===== config.mk =====
export PLATFORM = sky130hd
export DESIGN_NAME = multicycle_sequencer
export DESIGN_NICKNAME = d
export VERILOG_FILES = /design/src/rtl/multicycle_sequencer.sv
export SDC_FILE = /design/constraint.sdc
export NUM_CORES = 1
export LEC_CHECK = 0
export ABC_AREA = 1
export CAP_MARGIN = 20
export CORE_MARGIN = 2
export CORE_UTILIZATION = 54
export DETAILED_ROUTE_END_ITERATION = 16
export PLACE_DENSITY_LB_ADDON = 0.25
export SLEW_MARGIN = 25
export SYNTH_ARGS = -nofsm -noshare
export SYNTH_HDL_FRONTEND = slang
export SYNTH_SLANG_ARGS = --single-unit

===== constraint.sdc =====
create_clock -name clk_i -period 2.8 [get_ports clk_i]
set_input_delay 0.84 -clock clk_i [delete_from_list [all_inputs] [get_ports clk_i]]
set_output_delay 0.84 -clock clk_i [all_outputs]
set_load 0.01 [all_outputs]

===== src/rtl/multicycle_sequencer.sv =====
// Multi-cycle RV32 sequencer: FETCH/DECODE/EXEC/(MULW)/WB with ALU decode,
// multiplier start/done handshake with timeout, sticky flags and a retire counter.
module multicycle_sequencer #(
  parameter int unsigned CNT_W       = 16,
  parameter int unsigned MUL_TIMEOUT = 64
) (
  input  logic             clk_i,
  input  logic             rst_i,
  input  logic             start_i,
  input  logic [31:0]      instr_i,
  input  logic             mul_done_i,
  output logic             pc_we_o,
  output logic             ir_we_o,
  output logic             regfile_we_o,
  output logic             alu_src_o,
  output logic [2:0]       alu_ctrl_o,
  output logic             mul_start_o,
  output logic             busy_o,
  output logic             illegal_o,
  output logic             timeout_o,
  output logic [CNT_W-1:0] retired_o
);

  localparam int unsigned TO_W = (MUL_TIMEOUT > 1) ? $clog2(MUL_TIMEOUT) : 1;

  localparam logic [2:0] ALU_ADD = 3'b000;
  localparam logic [2:0] ALU_SUB = 3'b001;
  localparam logic [2:0] ALU_AND = 3'b010;
  localparam logic [2:0] ALU_OR  = 3'b011;
  localparam logic [2:0] ALU_XOR = 3'b100;
  localparam logic [2:0] ALU_SLL = 3'b101;
  localparam logic [2:0] ALU_SRA = 3'b110;
  localparam logic [2:0] ALU_MUL = 3'b111;

  localparam logic [6:0] OP_R = 7'b0110011;
  localparam logic [6:0] OP_I = 7'b0010011;

  typedef enum logic [2:0] {
    S_IDLE,
    S_FETCH,
    S_DECODE,
    S_EXEC,
    S_MULW,
    S_WB
  } state_t;

  state_t state_q, state_d;

  logic [6:0]      funct7_q;
  logic [2:0]      funct3_q;
  logic [6:0]      opcode_q;
  logic            illegal_q, illegal_d;
  logic            abort_q, abort_d;
  logic [TO_W-1:0] cnt_q, cnt_d;
  logic [2:0]      ctrl_d;
  logic            src_d;

  logic            dec_legal;
  logic [2:0]      dec_ctrl;
  logic            dec_src;

  // Register and operand fields are not needed by the sequencer.
  logic unused_instr;
  assign unused_instr = ^{instr_i[24:15], instr_i[11:7]};

  // Capture the decode-relevant instruction fields alongside the IR write.
  always_ff @(posedge clk_i or negedge rst_i) begin
    if (!rst_i) begin
      funct7_q <= 7'd0;
      funct3_q <= 3'd0;
      opcode_q <= 7'd0;
    end else if (state_q == S_FETCH) begin
      funct7_q <= instr_i[31:25];
      funct3_q <= instr_i[14:12];
      opcode_q <= instr_i[6:0];
    end
  end

  // Decode latched opcode/funct fields into ALU control and operand select.
  always_comb begin
    dec_legal = 1'b0;
    dec_ctrl  = ALU_ADD;
    dec_src   = 1'b0;
    case (opcode_q)
      OP_R: begin
        dec_legal = 1'b1;
        case ({funct7_q, funct3_q})
          10'b0000000_000: dec_ctrl = ALU_ADD;
          10'b0000000_111: dec_ctrl = ALU_AND;
          10'b0000000_110: dec_ctrl = ALU_OR;
          10'b0000000_100: dec_ctrl = ALU_XOR;
          10'b0000000_001: dec_ctrl = ALU_SLL;
          10'b0100000_000: dec_ctrl = ALU_SUB;
          10'b0100000_101: dec_ctrl = ALU_SRA;
          10'b0000001_000: dec_ctrl = ALU_MUL;
          default:         dec_legal = 1'b0;
        endcase
      end
      OP_I: begin
        dec_legal = 1'b1;
        dec_src   = 1'b1;
        case (funct3_q)
          3'b000:  dec_ctrl = ALU_ADD;
          3'b100:  dec_ctrl = ALU_XOR;
          3'b110:  dec_ctrl = ALU_OR;
          3'b111:  dec_ctrl = ALU_AND;
          3'b001: begin
            dec_ctrl  = ALU_SLL;
            dec_legal = (funct7_q == 7'b0000000);
          end
          3'b101: begin
            dec_ctrl  = ALU_SRA;
            dec_legal = (funct7_q == 7'b0100000);
          end
          default: dec_legal = 1'b0;
        endcase
      end
      default: dec_legal = 1'b0;
    endcase
  end

  // Next-state, per-instruction flags, timeout count and held ALU control.
  always_comb begin
    state_d   = state_q;
    illegal_d = illegal_q;
    abort_d   = abort_q;
    cnt_d     = cnt_q;
    ctrl_d    = alu_ctrl_o;
    src_d     = alu_src_o;
    case (state_q)
      S_IDLE: begin
        if (start_i) state_d = S_FETCH;
      end
      S_FETCH: begin
        illegal_d = 1'b0;
        abort_d   = 1'b0;
        state_d   = S_DECODE;
      end
      S_DECODE: begin
        if (dec_legal) begin
          ctrl_d  = dec_ctrl;
          src_d   = dec_src;
          state_d = S_EXEC;
        end else begin
          illegal_d = 1'b1;
          state_d   = S_WB;
        end
      end
      S_EXEC: begin
        if (alu_ctrl_o == ALU_MUL) begin
          cnt_d   = '0;
          state_d = S_MULW;
        end else begin
          state_d = S_WB;
        end
      end
      S_MULW: begin
        if (mul_done_i) begin
          state_d = S_WB;
        end else if (cnt_q == TO_W'(MUL_TIMEOUT - 1)) begin
          abort_d = 1'b1;
          state_d = S_WB;
        end else begin
          cnt_d = cnt_q + TO_W'(1);
        end
      end
      S_WB: begin
        ctrl_d  = 3'b000;
        src_d   = 1'b0;
        state_d = start_i ? S_FETCH : S_IDLE;
      end
      default: state_d = S_IDLE;
    endcase
  end

  // State and per-instruction bookkeeping registers.
  always_ff @(posedge clk_i or negedge rst_i) begin
    if (!rst_i) begin
      state_q   <= S_IDLE;
      illegal_q <= 1'b0;
      abort_q   <= 1'b0;
      cnt_q     <= '0;
    end else begin
      state_q   <= state_d;
      illegal_q <= illegal_d;
      abort_q   <= abort_d;
      cnt_q     <= cnt_d;
    end
  end

  // Registered outputs, derived from the state being entered.
  always_ff @(posedge clk_i or negedge rst_i) begin
    if (!rst_i) begin
      ir_we_o      <= 1'b0;
      pc_we_o      <= 1'b0;
      regfile_we_o <= 1'b0;
      alu_ctrl_o   <= 3'b000;
      alu_src_o    <= 1'b0;
      mul_start_o  <= 1'b0;
      busy_o       <= 1'b0;
      illegal_o    <= 1'b0;
      timeout_o    <= 1'b0;
      retired_o    <= '0;
    end else begin
      ir_we_o      <= (state_d == S_FETCH);
      pc_we_o      <= (state_d == S_WB);
      regfile_we_o <= (state_d == S_WB) && !illegal_d && !abort_d;
      alu_ctrl_o   <= ctrl_d;
      alu_src_o    <= src_d;
      mul_start_o  <= (state_q == S_DECODE) && (state_d == S_EXEC) && (dec_ctrl == ALU_MUL);
      busy_o       <= (state_d != S_IDLE);
      if (illegal_d) illegal_o <= 1'b1;
      if (abort_d) timeout_o <= 1'b1;
      if ((state_q == S_WB) && !illegal_q && !abort_q) retired_o <= retired_o + CNT_W'(1);
    end
  end

endmodule


==> results of run 1 <==
==> logic make-up after synthesis <==
group | synth area share (%)
AOI/OAI and AO/OA | 5.37
xor gates and xnor gates | 5.74
adders and majority gates | 0.925
buffers and inverters | 6.25
DFF | 50.9
and+or+nand+nor | 30.8
==> metal layers <==
| metal | vias to the layer above | GRT usage, % |
|---|---|---|
| met5 | - | 0 |
| met4 | 0 | 5.56 |
| met3 | 6 | 4.69 |
| met2 | 61 | 34.2 |
| met1 | 1023 | 25.9 |
| li1 | 1142 | - |
==> layout make-up <==
| class | instances | area, um^2 |
|---|---|---|
| sequential | 55 | 1380 |
| fill | 392 | 1400 |
| inverter | 42 | 158 |
| timing repair buffer | 49 | 493 |
| multi-input combinational | 233 | 1160 |
| clock inverter | 2 | 38.8 |
| clock buffer | 6 | 82.6 |
| tap | 67 | 83.8 |
==> cell usage in the layout (no fill, tap or decap), types with 7 or more instances in the layout <==
cell and count:
inv_1 40, nand2_1 100, nor3_1 7, a21oi_1 8, o21ai_0 15, xor2_1 12, dfrtp_1 55, nor2_1 36
clkdlybuf4s50_1 46, nand3_1 20
==> worst max-delay path by stage <==
stage | from | endpoint | slack [ps]
after floorplan | cnt_q[0] | cnt_q[4] | 1200
after global routing | retired_o[13] | retired_o[13] | 570
after global placement | mul_done_i | cnt_q[4] | 800
final | retired_o[4] | retired_o[4] | 620
after detailed placement | mul_done_i | cnt_q[5] | 770
after CTS | retired_o[4] | retired_o[4] | 610
==> per-stage QoR <==
step,util (%),hold WS (ps)
6_report,70.8,477
5_1_grt,70.8,504
4_1_cts,70.8,483
3_5_place_dp,68.3,460
3_3_place_gp,68.3,454
2_1_floorplan,-,443
==> power breakdown <==
group	internal, uW	total (uW)	switching (uW)
Clock	294	550	256
Sequential	1010	1160	156
Combinational	364	1000	639
==> cells in the mapped netlist (2+ instances only) <==
master / number
a21oi_1: 8
clkbuf_1: 3
dfrtp_1: 55
ha_1: 2
inv_1: 40
inv_2: 2
nand2_1: 100
nand2_2: 5
nand2b_1: 3
nand3_1: 20
nand3b_1: 2
nand4_1: 6
nor2_1: 36
nor2_4: 3
nor3_1: 7
o21ai_0: 15
o31ai_1: 2
xnor2_1: 2
xnor2_2: 2
xor2_1: 12
==> registers in the layout, indices dropped and copies added (netlist names) <==
signal and flops:
alu_src_o 1, illegal_o 1, retired_o 16, mul_start_o 1
abort_q 1, busy_o 1, ir_we_o 1, funct7_q 7
illegal_q 1, cnt_q 6, opcode_q 7, timeout_o 1
funct3_q 3, regfile_we_o 1, pc_we_o 1, state_q 3
alu_ctrl_o 3
==> results.md, run 1 <==
- DRC: 0
- WP data required: 1960 ps
- Overall power: roughly 2700 uW
- Largest net degree at the start of global routing: 56
- Count of different cell masters after synthesis: 28
- CP max stage cell: clkdlybuf4s50_1
- Predominant post-synthesis flop cell: dfrtp_1
- Die area: 5590 um^2
- Highest routed metal layer: met4
- Hold Crit Depth: 2
- Hold buffer count at CTS: 0
- Worst path cell trace: clkdlybuf4s50_1
- Crit Path Max Fanout: 4
- H-Tree Depth: 2
- Gr usage total: 20.1%
- Top cells by area, synth: dfrtp_1 (51%), nand2_1 (14%), inv_1 (5.6%)
- Met1 WL: 2.38 mm
- Max cap viols: 0
- Cell Pwr Density: 801 nW/um^2
- Die Y-Extent: around 75 um
- Status: complete, no violations
- Reg2Reg Depth: 12
- Clock sinks: 55
- R2R Setup Slk: slightly below 1000 ps
- Synth warn: 0
- Fmax: 459 MHz
- Area share of the largest cell type after synthesis: 50.9%
- Drt wl/cell: 11.1 um
- Vias in the first global route: 2081
- Initial antenna violation count: 0
- Clk buf depth: 2
- Area post-placement: around 3300 um^2
- RSZ-0062 raised after global routing: false
- # Post-CTS Setup Buffers: 0
- DP Worst Slack: 772 ps
- Pre-Repair DR Iteration Count: 4
- Final TNS setup: 0 ps
- Detail Route met2 WL: roughly 2.3 mm
- Final setup vio count: 0
- Final worst slack: 624 ps
- Path type of the worst min-delay path: register to register
- CP bufs+invs: 1
- Hold Fails Final Rpt: 0
- Clk Latency, worst-skew pair: 300 ps
- CP Depth: 1
- Routed vias: 2232
- Post-cts resize count: 0
- Die extent in x: 74.8 um
- Placed instance count: 446
- Mapped Area: about 2700 um^2
- CTS clock-pin slew for the worst setup and hold paths: 100 ps
- Post-Syn Area per Cell: 8.12 um^2
- CP max stage delay: 580 ps
- # IOs: 63
- Hold path startpoint: funct7_q[4]
- Post-synth EDFFs: 0
- FF-to-FF End: cnt_q[5]
- Period utilization: 77.7%
- Share of layout cells above drive strength 1: 6.98%
- CTS root buffer: clkbuf_8
- Startpoint Class: register
- Overflow after GRT: 0
- Clock Skew: 3.37 ps
- #FFs+latches synth: 55
- Crit. End Element: primary output
- Clock period minus final worst setup slack: 2180 ps
- First-pass GRT wire length: 8.58 mm
- Fin nets: approximately 420
- Syn_nets: 371
- Fin cells: 454
- Met3 wire len: 266 um
- CTS tree: done
- Final slew viol count: 0
- Final instance area: 3390 um^2
- Slew HR: 69.5%
- Cell row count: 25
- Sequential area share after synthesis: ~50%
- CTS buffer count: 5
- Leak pwr: 0.00167 uW
- Number of diodes: 0
- Core region area: approximately 4800 um^2
- # port buffers: 47
- RePlAce Congestion: 0.898
- Worst path arrival time: 1340 ps
- Post-DP HPWL: 3.78 mm
- Cells after Synth: 333
- Asr flop ratio synth: 100%
- Worst vdd ir: 0.515 mV
- Reg2reg start: cnt_q[0]
- Cell taking the most area after synthesis: dfrtp_1
- Crit Path Category: register to primary output
- 1st-iter DRT viols: 92
- Tightest Pin Transition: roughly 450 ps
- Crit path max-delay family: buffers and inverters
- WHS Endpoint: funct7_q[4]
- Initial Utilization: 56.5%
- Via/cell ratio: 4.92
- Post-Route WL: 5.05 mm
- Routed Antenna Nets: 0
- Layout area overhead: 25.4%
(Power assumes the default switching activity.)
==> run 2, diff against run 1 <==
CORE_UTILIZATION = 45   (was 54)
clock period = 1.8 ns   (was 2.8 ns; I/O delays follow)
==> run 2 against run 1 <==
Critical path depth is the same. Total power grew 72%. Clock skew grew 8.3 ps. Sequential share of layout area shrank 4.2 points. Utilization shrank 6.2 points. Sequential power grew 56%. Wire length grew 18%. Worst hold slack lost 280 ps. Critical path type unchanged.
==> results.md, run 2 (same netlist as run 1, synthesis figures left out) <==
- Most frequent cells in the layout: nand2_1 (93), dfrtp_1 (54), inv_1 (34), buf_4 (34), clkdlybuf4s50_1 (31) (was nand2_1 (100), dfrtp_1 (55), clkdlybuf4s50_1 (46))
- Clk Latency, worst-skew pair: 310 ps (was 300 ps)
- Tightest Pin Transition: 332 ps (was 454 ps)
- Biggest regs: retired_o x16, funct7_q x7, opcode_q x7 (unchanged)
- Crit path max-delay family: buffers and inverters (unchanged)
- Switching power: 1880 uW (was 1050 uW)
- Clk buf depth: 2 (unchanged)
- Period utilization: 97.3%
- Final setup vio count: 0 (unchanged)
- Area post-placement: 3320 um^2 (was 3270 um^2)
- CTS clock-pin slew for the worst setup and hold paths: 100 ps (about the same)
- Post-Route WL: 5.98 mm (was 5.05 mm)
- Path type of the worst min-delay path: primary input to asynchronous set/reset pin (was register to register)
- Overflow after GRT: 0 (unchanged)
- Commonest non-fill, non-tap cell in the layout: nand2_1 (unchanged)
- Worst path arrival time: 1210 ps (was 1340 ps)
- # IOs: 63 (unchanged)
- Gr usage total: 18.6% (was 20.1%)
- CP max stage delay: 540 ps (was 580 ps)
- Fmax: 571 MHz
- Clock Skew: 11.7 ps (was 3.37 ps)
- Leak pwr: 0.00209 uW (was 0.00167 uW)
- Worst path cell trace: clkdlybuf4s50_1 (unchanged)
- Register area: 1380 um^2 (about the same)
- Routed vias: 2359 (was 2232)
- Final instance area: 3780 um^2 (was 3390 um^2)
- Layout area overhead: 39.8% (was 25.4%)
- CP max stage cell: clkdlybuf4s50_1 (unchanged)
- Multi-input gate area: 1280 um^2 (was 1160 um^2)
- Number of flip-flops in the largest register: 16 (unchanged)
- Crit Path Category: register to primary output (unchanged)
- 1st-iter DRT viols: 169 (was 92)
- Slew HR: 77.8% (was 69.5%)
- Final worst slack: 48.9 ps (was 624 ps)
- Comb pwr share: 45.1% (was 36.9%)
- Die Y-Extent: 81.5 um (was 74.8 um)
- Cell Pwr Density: 1240 nW/um^2 (was 801 nW/um^2)
- Initial antenna violation count: 0 (unchanged)
- DP Worst Slack: 42.6 ps (was 772 ps)
- Status: complete, no violations (unchanged)
- Fillers: 501 (was 392)
- CTS tree: done (unchanged)
- CP bufs+invs: 1 (unchanged)
- First-pass GRT wire length: 9.70 mm (was 8.58 mm)
- H-Tree Depth: 2 (unchanged)
- Die area: 6640 um^2 (was 5590 um^2)
- Clock power share: 16.2% (was 20.3%)
- RePlAce Congestion: 0.897 (was 0.898)
- Routed Antenna Nets: 0 (unchanged)
- Most flops, register: retired_o (unchanged)
- CTS root buffer: clkbuf_8 (unchanged)
- Worst vdd ir: 0.709 mV (was 0.515 mV)
- Post-DP HPWL: 3.91 mm (was 3.78 mm)
- Seq pwr share: 38.6% (was 42.8%)
- Startpoint Class: register (unchanged)
- DRC: 0 (unchanged)
- Crit. End Element: primary output (unchanged)
- Crit Path Max Fanout: 2 (was 4)
- Final slew viol count: 0 (unchanged)
- Core region area: 5850 um^2 (was 4790 um^2)
- Via/cell ratio: 4.77 (was 4.92)
- Net Sw Frac: 40.3% (was 38.7%)
- Share of layout cells above drive strength 1: 23.3% (was 6.98%)
- Number of diodes: 0 (unchanged)
- Clock sinks: 55 (unchanged)
- Fin nets: 457 (was 424)
- Largest net degree at the start of global routing: 56 (unchanged)
- Vias in the first global route: 2221 (was 2081)
- CTS buffer count: 5 (unchanged)
- Pre-Repair DR Iteration Count: 4 (unchanged)
- Initial Utilization: 46.2% (was 56.5%)
- Cell row count: 28 (was 25)
- Max cap viols: 0 (unchanged)
- WP data required: 1260 ps (was 1960 ps)
- Clock period minus final worst setup slack: between 1500 and 2000 ps
- Drt wl/cell: 12.1 um (was 11.1 um)
- Die extent in x: 81.5 um (was 74.8 um)
- Int Power: 2790 uW (was 1670 uW)
- # port buffers: 47 (unchanged)
- Hold Fails Final Rpt: 0 (unchanged)
==> run 2: power by group through the flow <==
stage	sequential (uW)	combinational [uW]	clock (uW)
2_1_floorplan	1820	1060	0
3_3_place_gp	1820	1600	0
3_5_place_dp	1830	1640	0
4_1_cts	1790	1710	774
5_1_grt	1840	2380	831
6_report	1810	2110	759
==> run 2: per-stage QoR <==
stage	cells	TNS [ps]	total power (uW)	hold slack (ps)	util [%]
after floorplan	333	0	2880	244	-
after global routing	495	-88.0	5050	228	64.6
final	495	0	4680	200	64.6
after global placement	460	0	3420	450	56.8
after CTS	481	0	4280	221	60.2
after detailed placement	460	0	3470	458	56.8
==> run 2: repair_timing <==
item / CTS / global route
hold buffers: 0 / 0
setup endpoints to repair: 14 / 33
resized for setup: 2 / 54
setup buffers: 13 / 14
pin swaps: 0 / 9
==> run 2: path summary, 6_finish.rpt <==
check	endpoint	slack, ps	from	cells after the start
max in group asynchronous	retired_o[4]	1330	rst_i	2
min	alu_src_o	200	rst_i	2
min reg2reg	timeout_o	480	timeout_o	1
max reg2reg	illegal_o	70	funct7_q[1]	11
min in group clk_i	timeout_o	480	timeout_o	1
max	retired_o[8]	50	retired_o[8]	1
==> run 2: cell type report <==
class / count / share of cell area (%)
Sequential cell: 55 / 36.4
Clock buffer: 7 / 2.55
Timing Repair Buffer: 82 / 20.4
Tap cell: 75 / 2.48
Clock inverter: 1 / 0.199
Inverter: 42 / 4.17
Multi-Input combinational cell: 233 / 33.8
==> run 2: routing by layer <==
metal	part of all wire (%)	wire, um	GRT usage [%]	up-vias
met4	0.84	50	4.75	0
li1	-	-	-	1210
met1	46	2730	25.2	1096
met2	49	2940	30.3	49
met3	4.4	264	4.29	4
met5	0	0	0	-
